===== src/rtl/muldiv_seq.sv =====
// Sequential multiply/divide unit with HI/LO result registers.
// One operation takes 32 RUN cycles of radix-2 iteration, then a
// one-cycle DONE pulse; HI/LO may also be written directly when idle.
module muldiv_seq #(
  parameter int WIDTH = 32
) (
  input  logic             clk,
  input  logic             rst,
  input  logic             start,
  input  logic [1:0]       op,
  input  logic [WIDTH-1:0] a,
  input  logic [WIDTH-1:0] b,
  input  logic             we_hi,
  input  logic             we_lo,
  input  logic [WIDTH-1:0] wd,
  output logic [WIDTH-1:0] hi,
  output logic [WIDTH-1:0] lo,
  output logic             busy,
  output logic             done,
  output logic             dz
);

  localparam int CW = (WIDTH > 1) ? $clog2(WIDTH) : 1;
  localparam logic [CW-1:0] LAST_ITER = CW'(WIDTH - 1);

  localparam logic [1:0] IDLE = 2'd0;
  localparam logic [1:0] RUN  = 2'd1;
  localparam logic [1:0] DONE = 2'd2;

  logic [1:0]         state_q, state_d;
  logic [CW-1:0]      cnt_q, cnt_d;
  logic [1:0]         op_q, op_d;
  logic [WIDTH-1:0]   a_q, a_d;
  logic [WIDTH-1:0]   b_q, b_d;
  logic [2*WIDTH-1:0] work_q, work_d;
  logic [WIDTH-1:0]   hi_q, hi_d;
  logic [WIDTH-1:0]   lo_q, lo_d;
  logic               dz_q, dz_d;

  logic               isDiv;
  logic               isSigned;
  logic [WIDTH-1:0]   aMag;
  logic [WIDTH-1:0]   bMag;
  logic [WIDTH-1:0]   aInMag;
  logic [WIDTH-1:0]   bInMag;
  logic [2*WIDTH-1:0] workInit;
  logic [WIDTH:0]     mulSum;
  logic [2*WIDTH-1:0] mulNext;
  logic [WIDTH:0]     divShift;
  logic [WIDTH:0]     divDiff;
  logic [2*WIDTH-1:0] divNext;
  logic [2*WIDTH-1:0] stepNext;
  logic               resNeg;
  logic [2*WIDTH-1:0] mulRes;
  logic [WIDTH-1:0]   quotRes;
  logic [WIDTH-1:0]   remRes;
  logic               divZero;

  // Magnitude of a value, treating it as two's complement only when signed.
  function automatic logic [WIDTH-1:0] magOf(input logic [WIDTH-1:0] x, input logic sgn);
    return (sgn && x[WIDTH-1]) ? (~x + WIDTH'(1)) : x;
  endfunction

  // Datapath: one shift-add or restoring-divide step on the working register,
  // plus the sign fix-up applied to the value produced by the final step.
  always_comb begin
    isDiv    = op_q[1];
    isSigned = op_q[0];
    aMag     = magOf(a_q, isSigned);
    bMag     = magOf(b_q, isSigned);
    aInMag   = magOf(a, op[0]);
    bInMag   = magOf(b, op[0]);

    // Multiply keeps {partial product, remaining multiplier}; divide keeps
    // {partial remainder, dividend bits shifting into quotient}.
    workInit = op[1] ? {{WIDTH{1'b0}}, aInMag} : {{WIDTH{1'b0}}, bInMag};

    mulSum   = {1'b0, work_q[2*WIDTH-1:WIDTH]} + (work_q[0] ? {1'b0, aMag} : '0);
    mulNext  = {mulSum, work_q[WIDTH-1:1]};

    divShift = {work_q[2*WIDTH-1:WIDTH], work_q[WIDTH-1]};
    divDiff  = divShift - {1'b0, bMag};
    divNext  = divDiff[WIDTH] ? {divShift[WIDTH-1:0], work_q[WIDTH-2:0], 1'b0}
                              : {divDiff[WIDTH-1:0],  work_q[WIDTH-2:0], 1'b1};

    stepNext = isDiv ? divNext : mulNext;

    resNeg   = isSigned && (a_q[WIDTH-1] ^ b_q[WIDTH-1]);
    mulRes   = resNeg ? -stepNext : stepNext;
    quotRes  = resNeg ? -stepNext[WIDTH-1:0] : stepNext[WIDTH-1:0];
    remRes   = (isSigned && a_q[WIDTH-1]) ? -stepNext[2*WIDTH-1:WIDTH]
                                          : stepNext[2*WIDTH-1:WIDTH];
    divZero  = (b_q == '0);
  end

  // Control: accept work in IDLE/DONE, iterate in RUN, publish on the last step.
  always_comb begin
    state_d = state_q;
    cnt_d   = cnt_q;
    op_d    = op_q;
    a_d     = a_q;
    b_d     = b_q;
    work_d  = work_q;
    hi_d    = hi_q;
    lo_d    = lo_q;
    dz_d    = 1'b0;

    case (state_q)
      IDLE, DONE: begin
        if (we_hi) hi_d = wd;
        if (we_lo) lo_d = wd;
        if (start) begin
          state_d = RUN;
          cnt_d   = '0;
          op_d    = op;
          a_d     = a;
          b_d     = b;
          work_d  = workInit;
        end else begin
          state_d = IDLE;
        end
      end
      RUN: begin
        work_d = stepNext;
        if (cnt_q == LAST_ITER) begin
          state_d = DONE;
          cnt_d   = '0;
          if (!isDiv) begin
            hi_d = mulRes[2*WIDTH-1:WIDTH];
            lo_d = mulRes[WIDTH-1:0];
          end else if (divZero) begin
            hi_d = a_q;
            lo_d = '1;
            dz_d = 1'b1;
          end else begin
            hi_d = remRes;
            lo_d = quotRes;
          end
        end else begin
          cnt_d = cnt_q + CW'(1);
        end
      end
      default: state_d = IDLE;
    endcase
  end

  // State registers with synchronous reset that clears everything.
  always_ff @(posedge clk) begin
    if (rst) begin
      state_q <= IDLE;
      cnt_q   <= '0;
      op_q    <= '0;
      a_q     <= '0;
      b_q     <= '0;
      work_q  <= '0;
      hi_q    <= '0;
      lo_q    <= '0;
      dz_q    <= 1'b0;
    end else begin
      state_q <= state_d;
      cnt_q   <= cnt_d;
      op_q    <= op_d;
      a_q     <= a_d;
      b_q     <= b_d;
      work_q  <= work_d;
      hi_q    <= hi_d;
      lo_q    <= lo_d;
      dz_q    <= dz_d;
    end
  end

  assign hi   = hi_q;
  assign lo   = lo_q;
  assign busy = (state_q == RUN);
  assign done = (state_q == DONE);
  assign dz   = dz_q;

endmodule


===== config.mk =====
export PLATFORM = sky130hd
export DESIGN_NAME = muldiv_seq
export DESIGN_NICKNAME = d
export VERILOG_FILES = /design/src/rtl/muldiv_seq.sv
export SDC_FILE = /design/constraint.sdc
export NUM_CORES = 1
export LEC_CHECK = 0
export ABC_AREA = 0
export BUFFER_PORTS_ARGS = -buffer_cell sky130_fd_sc_hd__buf_4
export CAP_MARGIN = 20
export CORE_MARGIN = 2
export CORE_UTILIZATION = 47
export DETAILED_ROUTE_END_ITERATION = 12
export HOLD_SLACK_MARGIN = 0.15
export PLACE_DENSITY = 0.65
export SETUP_SLACK_MARGIN = 0.4
export SLEW_MARGIN = 20
export SYNTH_ARGS = -nofsm -noshare
export SYNTH_HDL_FRONTEND = slang
export SYNTH_SLANG_ARGS = --single-unit

===== constraint.sdc =====
create_clock -name clk -period 7.6 [get_ports clk]
set_input_delay 0.76 -clock clk [delete_from_list [all_inputs] [get_ports clk]]
set_output_delay 0.76 -clock clk [all_outputs]
set_load 0.01 [all_outputs]

==> results of run 1 <==
==> worst register-to-register path: cells and delay by family, from the launching register on <==
kind            cells  cell delay [ps]
compound gates      6             1320
mux                 1              130
xor+xnor            1              320
buf+inv             2              390
simple gates       14             4120
fa+ha+maj           1              280
flops               1              340
==> per-layer routing <==
layer / global-route usage [%] / wire, µm / vias to the layer above
li1: - / - / 9843
met4: 18.53 / 4843 / 0
met1: 51.54 / 34150 / 10280
met5: 0 / 0 / -
met3: 7.288 / 7600 / 228
met2: 59.64 / 36110 / 1164
==> through the flow <==
stage | util [%] | power, W | hold slack (ps)
final | 56.29 | 0.003936 | 467.6
after global routing | 56.29 | 0.004082 | 484.0
after CTS | 54.83 | 0.003809 | 461.4
after detailed placement | 52.55 | 0.002621 | 452.4
after global placement | 52.55 | 0.002610 | 446.8
after floorplan | - | 0.002086 | 439.0
==> power breakdown <==
| group | switching [W] | internal [W] | total, W |
|---|---|---|---|
| Sequential | 0.000102 | 0.00113 | 0.00124 |
| Combinational | 0.000944 | 0.000565 | 0.00151 |
| Clock | 0.000501 | 0.000689 | 0.00119 |
| Total | 0.00155 | 0.00239 | 0.00394 |
==> final timing paths <==
check / start / end / slack (ps) / cells past startpoint
setup / recovery: b_q[2] / hi[29] / 600 / 25
hold / removal: hi[9] / hi[9] / 470 / 2
setup reg to reg: b_q[2] / hi[29] / 600 / 25
hold reg to reg: hi[9] / hi[9] / 470 / 2
==> final cells by class <==
class / count / area (µm²)
multi-input cells: 2215 / 14080
clock inverters: 8 / 81.33
flip-flops and latches: 202 / 4049
well taps: 518 / 648.1
fillers: 3784 / 16930
clock buffers: 36 / 718.2
repair buffers: 275 / 2067
inverters: 42 / 157.7
==> logic make-up after synthesis <==
family,after synthesis
AND/OR/NAND/NOR,1064
AO/OA/AOI/OAI,815
XOR/XNOR,212
buffers and inverters,206
flip-flops,202
adder cells (fa/ha/maj),74
multiplexers,50
==> registers in the layout, summed over array words and instances, names as in the netlist <==
name,cells
work_q,64
cnt_q,5
dz,1
op_q,2
hi,32
a_q,32
lo,32
state_q,2
b_q,32
==> cells in the mapped netlist (all sizes together), types with 36 or more instances <==
master / number
clkbuf: 133
o211ai: 46
or3: 44
dfxtp: 202
nand2: 389
inv: 42
nor2: 275
a31oi: 36
and2: 47
o21ai: 145
a311oi: 42
xnor2: 119
xor2: 93
a21oi: 301
nor3: 76
nand3: 51
ha: 72
==> repair_timing <==
action | CTS | global route
resized for setup | 11 | 83
pin swaps | 5 | 20
hold buffers | 0 | 0
gates cloned | 0 | 2
setup endpoints to repair | 28 | 45
buffers inserted | 4 | 20
==> impl_metrics.toml, run 1 <==
[finish]
fin_cells = 3296
final_common_cell = "nand2_1"
insertedDiodeCount = 0
design_area_um2 = 21800
drive_above_1_share_pct = 15.95
most-common-layout-cells = "nand2_1, a21oi_1, buf_4"
nets = 2939
area_growth_pct = 18.05

[clock_tree]
clk_pin_slew_worst_paths_ps = 60
cts_root_buf = "clkbuf_16"
htree_levels = 1
clock_latency_ps = 560
cts_made_buffers = 26
cts_tree = "done"
cts.sinks = 202
clockBufferDepth = 3

[detailed_routing]
dr.pass1.iters = 6
detail_route.iter0.violations = 2639
vias_per_cell = 6.528
totalWireLength_um = 82700
vias = 21520
antenna_left = 0
wl_per_cell_um = 25.09
drcViolationCount = 0

[job]
max-cap-violations = 0

[floorplanning]
fp.dieH_um = 202.2
io_pins = 170
fp.dieArea_um2 = 40900
start_util_pct = 47.68
core_area_um2 = 38740
rows = 72
die_width_um = 202.2

[logic_synthesis]
yosysWarnings = 0
synthSimpleGateAreaFrac_pct = 27.25
synth_top_area_share_pct = 21.89
synth_xor_area_share_pct = 10.05
synth_fa_ha_area_share_pct = 5.094
ys.flop_type = "dfxtp_1"
netlist_instances = 2623
synth_top_cell_by_area = "dfxtp_1"
synth.distinct_cells = 92
synth_edf_count = 0
synth_async_sr_flop_share_pct = 0
synth_mux_area_share_pct = 2.832
synth_top_family_by_area = "compound AO/OA/AOI/OAI gates"
synth-seq-cells = 202
synth_compound_area_share_pct = 28.42
synthTopCellsByArea = "dfxtp_1, a21oi_1, nand2_1, xnor2_1, nor2_1"
synth_seq_area_share_pct = 21.89
syn_area_um2 = 18470
synth_area_per_cell_um2 = 7.042
syn_nets = 2800

[global_route]
grt_antenna_before_repair = 0
grt-ovfl-total = 0
grt_max_degree = 81
grt_pass1_vias = 19390
grt_pass1_wl_um = 121000
grt_use_total_pct = 38.56

[sta]
fin_skew_ps = 17.33
period_minus_slack_ps = 6998
maxSlewHeadroom_pct = 28.29
fin_crit_sh_pct = 92.08
tns_ps = 0
hold_violations = 0
drv_slew = 0
setup_violations = 0
maxClockFrequency_mhz = 142.9
setup_ws_ps = 602.1
rsz0062_at_grt = "true"
worst_slew_pin_slew_ps = 1072

[place]
dp.cells = 3226
port_buffers = 169
gp_congestion = 0.9954
dp_slack_ps = 101.5
hpwl_um = 64730
placedInstanceArea_um2 = 20350

[setup_path]
crit_buf_inv = 2
setup.worst_path.start_class = "register"
cpPeakStageDelay_ps = 570
path_class = "register to register"
cpLargestDelayFamily = "simple AND/OR/NAND/NOR gates"
crit_path_top_delay_cell = "or4_4"
worst_setup_path_end_kind = "register"
cpMostUsedCell = "or4_4"
cp_data_required_time_ps = 8030
cp_max_fo = 20
cp_data_arrival_time_ps = 7420

[outcome]
status = "finished clean"

[power]
p_leak_nw = 8.560
ir_drop_mv = 0.1641
p_per_area_nw_per_um2 = 180.5

[min_path]
hp-class = "register to register"
Power figures use the tool's default switching activity.
==> run 2: changes to the inputs <==
--- a/config.mk
+++ b/config.mk
@@ -8,11 +8,14 @@
 export ABC_AREA = 0
 export BUFFER_PORTS_ARGS = -buffer_cell sky130_fd_sc_hd__buf_4
 export CAP_MARGIN = 20
+export CELL_PAD_IN_SITES_DETAIL_PLACEMENT = 1
+export CELL_PAD_IN_SITES_GLOBAL_PLACEMENT = 1
 export CORE_MARGIN = 2
-export CORE_UTILIZATION = 47
+export CORE_UTILIZATION = 45
+export CTS_CLUSTER_DIAMETER = 30
 export DETAILED_ROUTE_END_ITERATION = 12
 export HOLD_SLACK_MARGIN = 0.15
-export PLACE_DENSITY = 0.65
+export PLACE_DENSITY_LB_ADDON = 0.1
 export SETUP_SLACK_MARGIN = 0.4
 export SLEW_MARGIN = 20
 export SYNTH_ARGS = -nofsm -noshare
==> run 2 against run 1 <==
Total power rose by 40%. Via count up 2.8%. Sequential power about the same. Register-to-register slack got worse by 120 ps. Global-route usage increased by 3.0 points. Cell area is 5.2% higher. Clock power grew 130%. Count of clock-buffer cells in the layout rose by 32. Die area increased by 4.4%. Wire length up 11%. Setup slack worse by 120 ps. Final cell count is 1.4% higher. Largest cell class unchanged.
==> impl_metrics.toml, run 2 (synthesis results as in run 1) <==
[outcome]
status = "finished clean"

[floorplanning]
fp.dieArea_um2 = 42680
die_width_um = 206.6
start_util_pct = 45.44
core_area_um2 = 40650
rows = 74
io_pins = 170
fp.dieH_um = 206.6

[finish]
most-common-layout-cells = "nand2_1, a21oi_1, nor2_1"
design_area_um2 = 22940
drive_above_1_share_pct = 16.94
post-route-util_pct = 56.44
top_register = "work_q"
largest_reg_flops = 64
fin_cells = 3343
nets = 2937
final_common_cell = "nand2_1"
area_growth_pct = 24.20

[min_path]
hold_end = "a_q[31]"
hold_start = "a[31]"
hold_path_depth = 3
hp-class = "input port to register"

[power]
p_leak_nw = 9.072
p_per_area_nw_per_um2 = 240.2
total_power_w = 0.005511
ir_drop_mv = 0.1840

[setup_path]
r2r_end = "hi[30]"
worst_setup_path_end_kind = "register"
cpPeakStageDelay_ps = 570
rr_worst_depth = 28
reg2reg_setup_slack_ps = 490
crit_buf_inv = 1
crit_path_top_delay_cell = "or4_4"
setup.worst_path.start_class = "register"
cpLargestDelayFamily = "simple AND/OR/NAND/NOR gates"
path_class = "register to register"
cp_data_arrival_time_ps = 7640
cp_data_required_time_ps = 8130
cp_max_fo = 5
r2r_start = "b_q[2]"

[clock_tree]
cts_tree = "done"
htree_levels = 2
cts_made_buffers = 58
cts.sinks = 202
clock_latency_ps = 630
clk_pin_slew_worst_paths_ps = 50
cts_root_buf = "clkbuf_16"
postCtsHoldBufs = 0
clockBufferDepth = 3

[sta]
fin_skew_ps = 44.76
rsz0062_at_grt = "true"
setup_violations = 0
maxSlewHeadroom_pct = 21.36
worst_slew_pin_slew_ps = 1175
tns_ps = 0
hold_violations = 0
fin_crit_sh_pct = 93.61
maxClockFrequency_mhz = 140.6
drv_slew = 0
period_minus_slack_ps = 7114

[global_route]
grt_antenna_before_repair = 1
grt-ovfl-total = 0
grt_pass1_vias = 21290
grt_max_degree = 95
grt_pass1_wl_um = 133700
grt_use_total_pct = 41.57

[detailed_routing]
detail_route.iter0.violations = 2237
drcViolationCount = 0
vias = 22120
wl_per_cell_um = 27.46
vias_per_cell = 6.616
antenna_left = 0
dr.pass1.iters = 5
totalWireLength_um = 91810

[place]
hpwl_um = 69200
placedInstanceArea_um2 = 20210
dp.cells = 3218
gp_congestion = 1.018
port_buffers = 169

[job]
max-cap-violations = 0
-- run 2: cell count changes in the layout (fill, tap and decap cells not counted), sizes merged --
cell      previous run  this run
buf                275       241
bufinv               1        13
clkbuf              36        68
clkinv               6        16
clkinvlp             2        12
diode                0         1
inv                 41        43
-- run 2: stage by stage --
stage	worst slack [ps]	hold WS, ps
6_report	485.8	423.0
4_1_cts	476.1	417.0
5_1_grt	145.3	432.5
3_5_place_dp	19.67	458.7
3_3_place_gp	305.6	444.6
2_1_floorplan	633.0	439.0
-- run 2: how the worst max path moves through the flow --
stage                     startpoint      to  slack [ps]  cells after the start
after global placement        b_q[2]  hi[31]         310                     24
after floorplan               b_q[2]  hi[16]         630                     29
final                         b_q[2]  hi[30]         490                     28
after global routing          b_q[2]  hi[30]         150                     28
after detailed placement      b_q[2]  hi[29]          20                     24
after CTS                     b_q[2]  hi[31]         480                     25
-- run 2: metal layers --
layer	up-vias	GRT usage, %	wire [µm]
li1	9853	-	-
met1	10910	56.37	38600
met2	1117	63.86	39980
met3	234	5.981	8037
met4	2	21.89	5172
met5	-	0	13
-- run 2: power by group --
part           total [W]  internal (W)  switching, W
Sequential       0.00125       0.00114      0.000110
Combinational    0.00153      0.000546      0.000981
Clock            0.00274       0.00192      0.000818
-- run 2: worst register-to-register path: cells and delay by family, from the launching register on --
family | cells | cell delay, ps
simple gates | 14 | 3760
flops | 1 | 350
buf+inv | 1 | 170
xor+xnor | 2 | 520
compound gates | 9 | 1790
fa+ha+maj | 2 | 460
-- run 2: area by class of cell --
| class | instances | area (µm²) |
|---|---|---|
| Antenna cell | 1 | 2.502 |
| Clock buffer | 68 | 1580 |
| Clock inverter | 42 | 613.1 |
| Fill cell | 5101 | 17710 |
| Inverter | 42 | 157.7 |
| Multi-Input combinational cell | 2215 | 14050 |
| Sequential cell | 202 | 4048 |
| Tap cell | 532 | 665.6 |
| Timing Repair Buffer | 241 | 1821 |
-- run 2: what timing repair did --
item,in CTS,in global routing
pin swaps,4,22
gates resized for setup,21,71
endpoints found under the setup margin,29,46
buffers inserted,3,11
